## config.mk

```make
export PLATFORM = sky130hd
export DESIGN_NAME = mac_out_serializer
export DESIGN_NICKNAME = d
export VERILOG_FILES = /design/src/rtl/mac_out_serializer.sv
export SDC_FILE = /design/constraint.sdc
export NUM_CORES = 1
export LEC_CHECK = 0
export CORE_AREA = 2 2 52 102
export CTS_BUF_LIST = sky130_fd_sc_hd__clkbuf_8
export CTS_CLUSTER_DIAMETER = 80
export DETAILED_ROUTE_END_ITERATION = 8
export DIE_AREA = 0 0 54 104
export PLACE_DENSITY = 0.81
export SLEW_MARGIN = 0
export SYNTH_ARGS = -nofsm -noshare
export SYNTH_HDL_FRONTEND = slang
export SYNTH_SLANG_ARGS = --single-unit
export TNS_END_PERCENT = 10
```

## constraint.sdc

```tcl
create_clock -name clk -period 2.39 [get_ports clk]
set_input_delay 0.3585 -clock clk [delete_from_list [all_inputs] [get_ports clk]]
set_output_delay 0.3585 -clock clk [all_outputs]
set_load 0.05 [all_outputs]
```

## src/rtl/mac_out_serializer.sv

```systemverilog
// MAC return-path serializer: splits one packed MAC result into
// MIN_WIDTH beats (LSB first) over a valid/ready stream.
module mac_out_serializer #(
   parameter int MAC_CONF_WIDTH = 3,
   parameter int MAC_MIN_WIDTH  = 8,
   parameter int MAC_INT_WIDTH  = 5 * MAC_MIN_WIDTH
) (
   input  logic                      clk,
   input  logic                      rst,
   input  logic                      en,
   input  logic                      in_valid,
   output logic                      in_ready,
   input  logic [MAC_INT_WIDTH-1:0]  in_data,
   input  logic [MAC_CONF_WIDTH-1:0] in_cfg,
   output logic                      out_valid,
   input  logic                      out_ready,
   output logic [MAC_MIN_WIDTH-1:0]  out_data,
   output logic [2:0]                out_idx,
   output logic                      out_last,
   output logic                      drop
);

   localparam logic [1:0] CFG_SINGLE = 2'b00;
   localparam logic [1:0] CFG_DUAL   = 2'b01;
   localparam logic [1:0] CFG_QUAD   = 2'b10;

   typedef enum logic {
      IDLE,
      SEND
   } state_e;

   state_e                   state_q, state_d;
   logic [MAC_INT_WIDTH-1:0] shift_q, shift_d;
   logic [2:0]               nbeats_q, nbeats_d;
   logic [2:0]               idx_q, idx_d;
   logic                     drop_q, drop_d;

   logic       sending;
   logic       last;
   logic       fire;
   logic       accept;
   logic       cfg_ok;
   logic [2:0] cfg_nb;
   logic       cfg_unused;

   assign cfg_unused = ^in_cfg[MAC_CONF_WIDTH-1:2];

   assign sending   = (state_q == SEND);
   assign last      = sending && (idx_q == nbeats_q - 3'd1);
   assign in_ready  = en && (!sending || (out_ready && last));
   assign fire      = en && sending && out_ready;
   assign accept    = in_valid && in_ready;

   assign out_valid = sending;
   assign out_data  = shift_q[MAC_MIN_WIDTH-1:0];
   assign out_idx   = idx_q;
   assign out_last  = last;
   assign drop      = drop_q;

   always_comb begin
      cfg_ok = 1'b1;
      cfg_nb = 3'd2;
      unique case (in_cfg[1:0])
         CFG_SINGLE: cfg_nb = 3'd2;
         CFG_DUAL:   cfg_nb = 3'd3;
         CFG_QUAD:   cfg_nb = 3'd5;
         default:    cfg_ok = 1'b0;
      endcase
   end

   always_comb begin
      state_d  = state_q;
      shift_d  = shift_q;
      nbeats_d = nbeats_q;
      idx_d    = idx_q;
      drop_d   = 1'b0;

      if (fire) begin
         if (!last) begin
            shift_d = shift_q >> MAC_MIN_WIDTH;
            idx_d   = idx_q + 3'd1;
         end else begin
            state_d = IDLE;
         end
      end

      // a word accepted on the last beat overrides the return to IDLE
      if (accept) begin
         if (cfg_ok) begin
            shift_d  = in_data;
            nbeats_d = cfg_nb;
            idx_d    = 3'd0;
            state_d  = SEND;
         end else begin
            drop_d  = 1'b1;
            state_d = IDLE;
         end
      end
   end

   always_ff @(posedge clk or negedge rst) begin
      if (!rst) begin
         state_q  <= IDLE;
         shift_q  <= '0;
         nbeats_q <= 3'd0;
         idx_q    <= 3'd0;
         drop_q   <= 1'b0;
      end else if (en) begin
         state_q  <= state_d;
         shift_q  <= shift_d;
         nbeats_q <= nbeats_d;
         idx_q    <= idx_d;
         drop_q   <= drop_d;
      end
   end

endmodule

```

==> impl_results.md, run 1 <==
- Status: finished clean
- Synthesized flop and latch total: 48
- Mapped Nets: 236
- Number of global-route vias before repair: 1705
- PortBufs: 61
- Max-Slew Margin vs Limit: 60.51%
- Clock root buffer: clkbuf_8
- Leakage Power: 1.235 nW
- First-pass GRT wire length: 7541 um
- DR top layer: met4
- Width of the die: 54 um
- Crit end category: primary output
- Num CTS Buffers: 5
- Maximum clock rate: 446.7 MHz
- Final-report hold violation count: 0
- Starting Density: 48.25%
- Pin count of the biggest net entering global routing: 49
- All-Layer GR Usage: 17.73%
- WL met2: 2485 um
- Min-delay worst type: input port to async pin
- Unique cell type count in the Yosys netlist: 32
- Final Max Slew Viols: 0
- CTS Sinks: 48
- Area of the mapped netlist: 2347 sq um
- Gr ovfl total: 0
- Post-layout util: 63.61%
- CP Class: flip-flop to primary output
- Final setup vio count: 0
- Seq/Total Area, Yosys: 51.17%
- Worst Max-Slew Pin Slew: 592.4 ps
- Post-route setup TNS: 0 ps
- Initial antenna violation count: 0
- CTS H-Tree Depth: 2
- CTS tree: yes
- Post-route minimum period: 2239 ps
- Maximum vdd drop: 0.7782 mV
- Placer Congestion: 0.7238
- Final WL: 4554 um
- Worst Skew: 12.51 ps
- Synth warn: 0
- DP HPWL: 3386 um
- Tcrit/Tclk final: 93.68%
- Hold buffer count at CTS: 0
- WP data required: 2030 ps
- Area delta synth->final: 31.82%
- Post-route DRC: 0
- Syn Inst Count: 183
- Dpl cells: 292
- Wire length on met1: 1861 um
- Via count: 1659
- Post-DRT Antenna Nets: 0
- Drt first pass iters: 4
- Reg clk slew, reported paths: 90 ps
- Die area: 5616 sq um
- Diodes inserted: 0
- RSZ-0062 raised after global routing: false
- Die H: 104 um
- Clock buffer depth: 2
- Non-Filler Instances: 301
- Nets: 296
- Core ar.: 4865 sq um
- Routed length on met3: 140 um
- Skew-Pair Late Insertion Delay: 300 ps
- Total power per unit cell area: 1253 nW/um^2
- FP Rows: 36
- Top Ports: 63
- Via density per instance: 5.512
- Syn avg cell area: 12.83 sq um
- Worst Path Arrival: 1880 ps
- MaxCap Viol Count: 0
- Crit-path max FO: 4
- Type of origin of the critical path: flip-flop
- Layout cells sized above 1: 24.18%
- Post-DR wirelength/cell: 15.13 um
- Iter 0 DRT Violations: 32
worst paths after layout:
check / start / end / slack, ps / cells past startpoint
min: rst / shift_q[9] / 120 / 2
max in group asynchronous: rst / out_idx[1] / 1840 / 2
max: nbeats_q[0] / out_last / 150 / 7
min reg2reg: shift_q[36] / shift_q[36] / 500 / 1
min in group clk: shift_q[36] / shift_q[36] / 500 / 1
max reg2reg: nbeats_q[0] / shift_q[14] / 270 / 6
registers in the layout, summed over array words and instances (netlist names):
| register | count |
|---|---|
| out_valid | 1 |
| nbeats_q | 3 |
| shift_q | 40 |
| out_idx | 3 |
| drop | 1 |
stage by stage:
step / setup slack [ps] / hold slack, ps / area (sq um) / power [mW]
after floorplan: 42.20 / 62.91 / 2351 / 2.847
after global placement: 177.7 / 479.6 / 2984 / 3.298
after detailed placement: 127.9 / 483.6 / 2984 / 3.374
after CTS: 31.91 / 148.9 / 3079 / 3.859
after global routing: 9.799 / 175.7 / 3094 / 4.139
final: 151.1 / 123.2 / 3094 / 3.877
kinds of logic after synthesis:
| logic type | count (synthesis) | synth area share (%) |
|---|---|---|
| AO/OA/AOI/OAI | 54 | 23.99 |
| XOR/XNOR | 5 | 2.505 |
| adder cells (fa/ha/maj) | 5 | 2.665 |
| buffers and inverters | 23 | 7.089 |
| flip-flops | 48 | 51.17 |
| multiplexers | 3 | 1.333 |
| AND/OR/NAND/NOR | 45 | 11.25 |
worst max-delay path: stages, from the launching register on:
cell	delay [ps]
dfrtp_1	360
inv_1	60
ha_1	330
xor2_2	210
buf_4	170
nand3_2	100
nor2_2	190
buf_12	160
what timing repair did:
action / 4_1_cts / 5_1_grt
gates resized for setup: 1 / 2
buffers inserted: 0 / 1
pin swaps: 0 / 1
hold endpoints to repair: 0 / 0
setup endpoints to repair: 1 / 1
synth_stat cells:
cell type | instances | share of area [%]
a21oi_1 | 2 | 0.43
buf_6 | 4 | 1.9
dfrtp_1 | 48 | 51
xor2_1 | 3 | 1.1
buf_4 | 13 | 4.2
nor2b_1 | 1 | 0.27
xnor3_2 | 1 | 1.0
o22a_1 | 1 | 0.37
o221a_1 | 4 | 1.9
nand4_1 | 2 | 0.53
nor2_1 | 2 | 0.32
a311oi_4 | 1 | 1.1
o221ai_2 | 1 | 0.64
nand4b_1 | 1 | 0.37
inv_1 | 4 | 0.64
o221a_2 | 28 | 13
mux2i_1 | 2 | 0.85
a21boi_0 | 1 | 0.32
a211oi_1 | 1 | 0.32
nand2_1 | 5 | 0.80
o21ai_0 | 2 | 0.43
ha_1 | 5 | 2.7
mux2_2 | 1 | 0.48
o22ai_1 | 1 | 0.27
buf_2 | 1 | 0.21
a31oi_1 | 2 | 0.53
nand2b_1 | 32 | 8.5
o221a_4 | 1 | 0.85
a22o_1 | 9 | 3.4
nand3_1 | 2 | 0.43
xnor2_1 | 1 | 0.37
clkbuf_1 | 1 | 0.16
layer usage:
metal / vias to the layer above / global-route usage [%]
li1: 805 / -
met1: 808 / 20.13
met2: 40 / 31.01
met3: 6 / 2.874
met4: 0 / 7.321
met5: - / 0
power by group:
part           internal, mW  switching [mW]
clock                 0.204           0.259
sequential             1.17           0.200
combinational          1.04            1.00
layout make-up:
type / instances / area [sq um]
Clock buffer: 5 / 68.82
Clock inverter: 3 / 18.77
Fill cell: 380 / 1770
Inverter: 4 / 15.01
Multi-Input combinational cell: 112 / 998.5
Sequential cell: 48 / 1201
Tap cell: 57 / 71.32
Timing Repair Buffer: 72 / 720.7
cells in the final DEF (no fill, tap or decap), drive strengths merged, types with 2 or more instances in the layout:
cell and count:
nand3 2, o221a 33, a22o 9, xor2 3, nand4 2, clkdlybuf4s50 58, nor2 2, dfrtp 48
nand2b 32, a21oi 2, clkbuf 5, a31oi 2, mux2i 2, buf 14, ha 5, o21ai 2
clkinv 3, inv 4, nand2 5
(Power assumes the default switching activity.)
==> inputs of run 2 (changes only) <==
--- a/config.mk
+++ b/config.mk
@@ -10,7 +10,7 @@
 export CTS_CLUSTER_DIAMETER = 80
 export DETAILED_ROUTE_END_ITERATION = 8
 export DIE_AREA = 0 0 54 104
-export PLACE_DENSITY = 0.81
+export PLACE_DENSITY_LB_ADDON = 0.08
 export SLEW_MARGIN = 0
 export SYNTH_ARGS = -nofsm -noshare
 export SYNTH_HDL_FRONTEND = slang
==> run 2 against run 1 <==
Net effect:
- sequential share of layout area is 0.063 points lower
- cell area is 0.16% higher
- largest cell class unchanged
- utilization is 0.10 points higher
- sequential power hardly changed
- highest routed layer unchanged
- clock power is 5.8% higher
==> impl_results.md, run 2 (synthesis results as in run 1) <==
- Status: finished clean (unchanged)
- Final Max Slew Viols: 0 (unchanged)
- Worst Setup Slack, final: 145.9 ps (was 151.1 ps)
- CTS H-Tree Depth: 2 (unchanged)
- DP HPWL: 3627 um (was 3386 um)
- Maximum clock rate: 445.6 MHz (was 446.7 MHz)
- Diodes inserted: 0 (unchanged)
- Placer Congestion: 0.8132 (was 0.7238)
- Via density per instance: 5.581 (was 5.512)
- Clock network power share: 12.5% (was 11.9%)
- CTS Sinks: 48 (unchanged)
- RSZ-0062 raised after global routing: false (unchanged)
- Critical-path cell list: inv_1 -> ha_1 -> xor2_4 -> buf_4 -> a31oi_1 -> o221a_4 -> o221a_2 (was inv_1 -> ha_1 -> xor2_2 -> buf_4 -> nand3_2 -> nor2_2 -> buf_12)
- Post-layout total power: 3.933 mW (was 3.877 mW)
- Worst Skew: 5.050 ps (was 12.51 ps)
- Final setup vio count: 0 (unchanged)
- Final instance area: 3099 sq um (was 3094 sq um)
- Crit-path max FO: 32 (was 4)
- Type of origin of the critical path: flip-flop (unchanged)
- Num CTS Buffers: 5 (unchanged)
- Critical path buffers and inverters: 2 (was 3)
- Placed Area: 2964 sq um (was 2984 sq um)
- Via count: 1680 (was 1659)
- CP top delay family: compound AO/OA/AOI/OAI gates (was buffers and inverters)
- Maximum vdd drop: 0.9394 mV (was 0.7782 mV)
- PortBufs: 61 (unchanged)
- Post-route DRC: 0 (unchanged)
- P_sw: 1.485 mW (was 1.464 mW)
- Sequential share of power: 35.3% (was 35.4%)
- Worst Max-Slew Pin Slew: 573.1 ps (was 592.4 ps)
- Pin count of the biggest net entering global routing: 33 (was 49)
- Reg clk slew, reported paths: 90 ps (about the same)
- Die area: 5616 sq um (unchanged)
- Tcrit/Tclk final: 93.89% (was 93.68%)
- Core ar.: 4865 sq um (unchanged)
- Crit path max-delay cell type: o221a_4 (was dfrtp_1)
- Clock root buffer: clkbuf_8 (unchanged)
- Most common cell after layout, fill and taps aside: clkdlybuf4s50_1 (unchanged)
- Min-delay worst type: input port to async pin (unchanged)
- Dpl ws: 151.9 ps (was 127.9 ps)
- Drt first pass iters: 4 (unchanged)
- Net switching fraction of the power: 37.76% (was 37.75%)
- Total power per unit cell area: 1269 nW/um^2 (was 1253 nW/um^2)
- Largest register by flop count: shift_q (unchanged)
- Stages on worst setup path: 7 (unchanged)
- Skew-Pair Late Insertion Delay: 290 ps (was 300 ps)
- Post-DRT Antenna Nets: 0 (unchanged)
- Worst r2r path cells: 7 (was 6)
- Post-route setup TNS: 0 ps (unchanged)
- Clock buffer depth: 2 (unchanged)
- Hold buffer count at CTS: 0 (unchanged)
- Post-route minimum period: 2244 ps (was 2239 ps)
- Tightest hold margin: 51.15 ps (was 123.2 ps)
- Layout cells sized above 1: 23.36% (was 24.18%)
- Number of global-route vias before repair: 1817 (was 1705)
- Final-report hold violation count: 0 (unchanged)
- FF-to-FF End: shift_q[6] (was shift_q[14])
- FP Rows: 36 (unchanged)
- Comb pwr share: 52.3% (was 52.6%)
- Crit path launch: nbeats_q[0] (unchanged)
- Worst Setup EP: shift_q[6] (was out_last)
- FF-to-FF Start: nbeats_q[0] (unchanged)
- Crit-path max cell delay: 490 ps (was 360 ps)
- Crit end category: flip-flop (was primary output)
- CTS tree: yes (unchanged)
- WP data required: 2620 ps (was 2030 ps)
- Leakage Power: 1.237 nW (was 1.235 nW)
- Nets: 296 (unchanged)
- Iter 0 DRT Violations: 33 (was 32)
- Width of the die: 54 um (unchanged)
- Largest register FFs: 40 (unchanged)
- Commonest cells after routing, fill and taps aside: clkdlybuf4s50_1, dfrtp_1, nand2b_1 (unchanged)
- Max-Slew Margin vs Limit: 61.79% (was 60.51%)
- Top Ports: 63 (unchanged)
- Initial antenna violation count: 0 (unchanged)
- MaxCap Viol Count: 0 (unchanged)
- Die H: 104 um (unchanged)
- CP Class: flip-flop to flip-flop (was flip-flop to primary output)
- Gr ovfl total: 0 (unchanged)
- Worst Path Arrival: 2480 ps (was 1880 ps)
- Final WL: 4832 um (was 4554 um)
- Starting Density: 48.25% (unchanged)
- First-pass GRT wire length: 8121 um (was 7541 um)
- Pint: 2.448 mW (was 2.414 mW)
- Area delta synth->final: 32.04% (was 31.82%)
- All-Layer GR Usage: 18.93% (was 17.73%)
- Post-DR wirelength/cell: 16.05 um (was 15.13 um)
- Reg2reg setup slack: 150 ps (was 270 ps)
run 2: per-layer routing:
| layer | global-route usage [%] | up-vias | wire length (um) |
|---|---|---|---|
| met5 | 0 | - | 0 |
| met4 | 5.893 | 0 | 51 |
| met3 | 3.161 | 5 | 235 |
| met2 | 34.06 | 48 | 2646 |
| met1 | 21.44 | 820 | 1899 |
| li1 | - | 807 | - |
run 2: worst register-to-register path: cells and delay by family (launching register included):
kind	cells	cell delay (ps)
buf+inv	2	220
compound gates	3	1030
flops	1	400
fa+ha+maj	1	350
xor+xnor	1	180
run 2: power by group through the flow:
stage               logic [mW]  registers, mW  clock network [mW]
finish                    2.06           1.39               0.490
global route              2.21           1.44               0.555
CTS                       1.98           1.38               0.507
detailed placement        1.96           1.40                   0
global placement          1.89           1.37                   0
floorplan                 1.41           1.43                   0
run 2: area by class of cell:
| class | count | area (sq um) |
|---|---|---|
| repair buffers | 72 | 708.2 |
| flip-flops and latches | 48 | 1201 |
| well taps | 57 | 71.32 |
| fillers | 405 | 1765 |
| clock inverters | 2 | 11.26 |
| multi-input cells | 112 | 1010 |
| clock buffers | 6 | 82.58 |
| inverters | 4 | 15.01 |
run 2: timing repair:
item / CTS / global route
setup endpoints to repair: 2 / 2
endpoints found under the hold margin: 0 / 0
setup buffers: 0 / 2
gates resized for setup: 1 / 2
pin swaps: 0 / 2
run 2: how the worst min path moves through the flow:
stage                     slack, ps          end  startpoint  cells past startpoint
after floorplan                  60         drop         rst                      0
after global placement          390   shift_q[1]         rst                      1
after detailed placement        400   shift_q[1]         rst                      1
after CTS                        70  nbeats_q[2]         rst                      1
after global routing             80   shift_q[9]         rst                      1
final                            50   shift_q[9]         rst                      1
run 2: stage by stage:
step,utilization [%],cells
floorplan,-,183
global placement,60.93,291
detailed placement,60.93,291
CTS,63.01,299
global route,63.71,301
finish,63.71,301
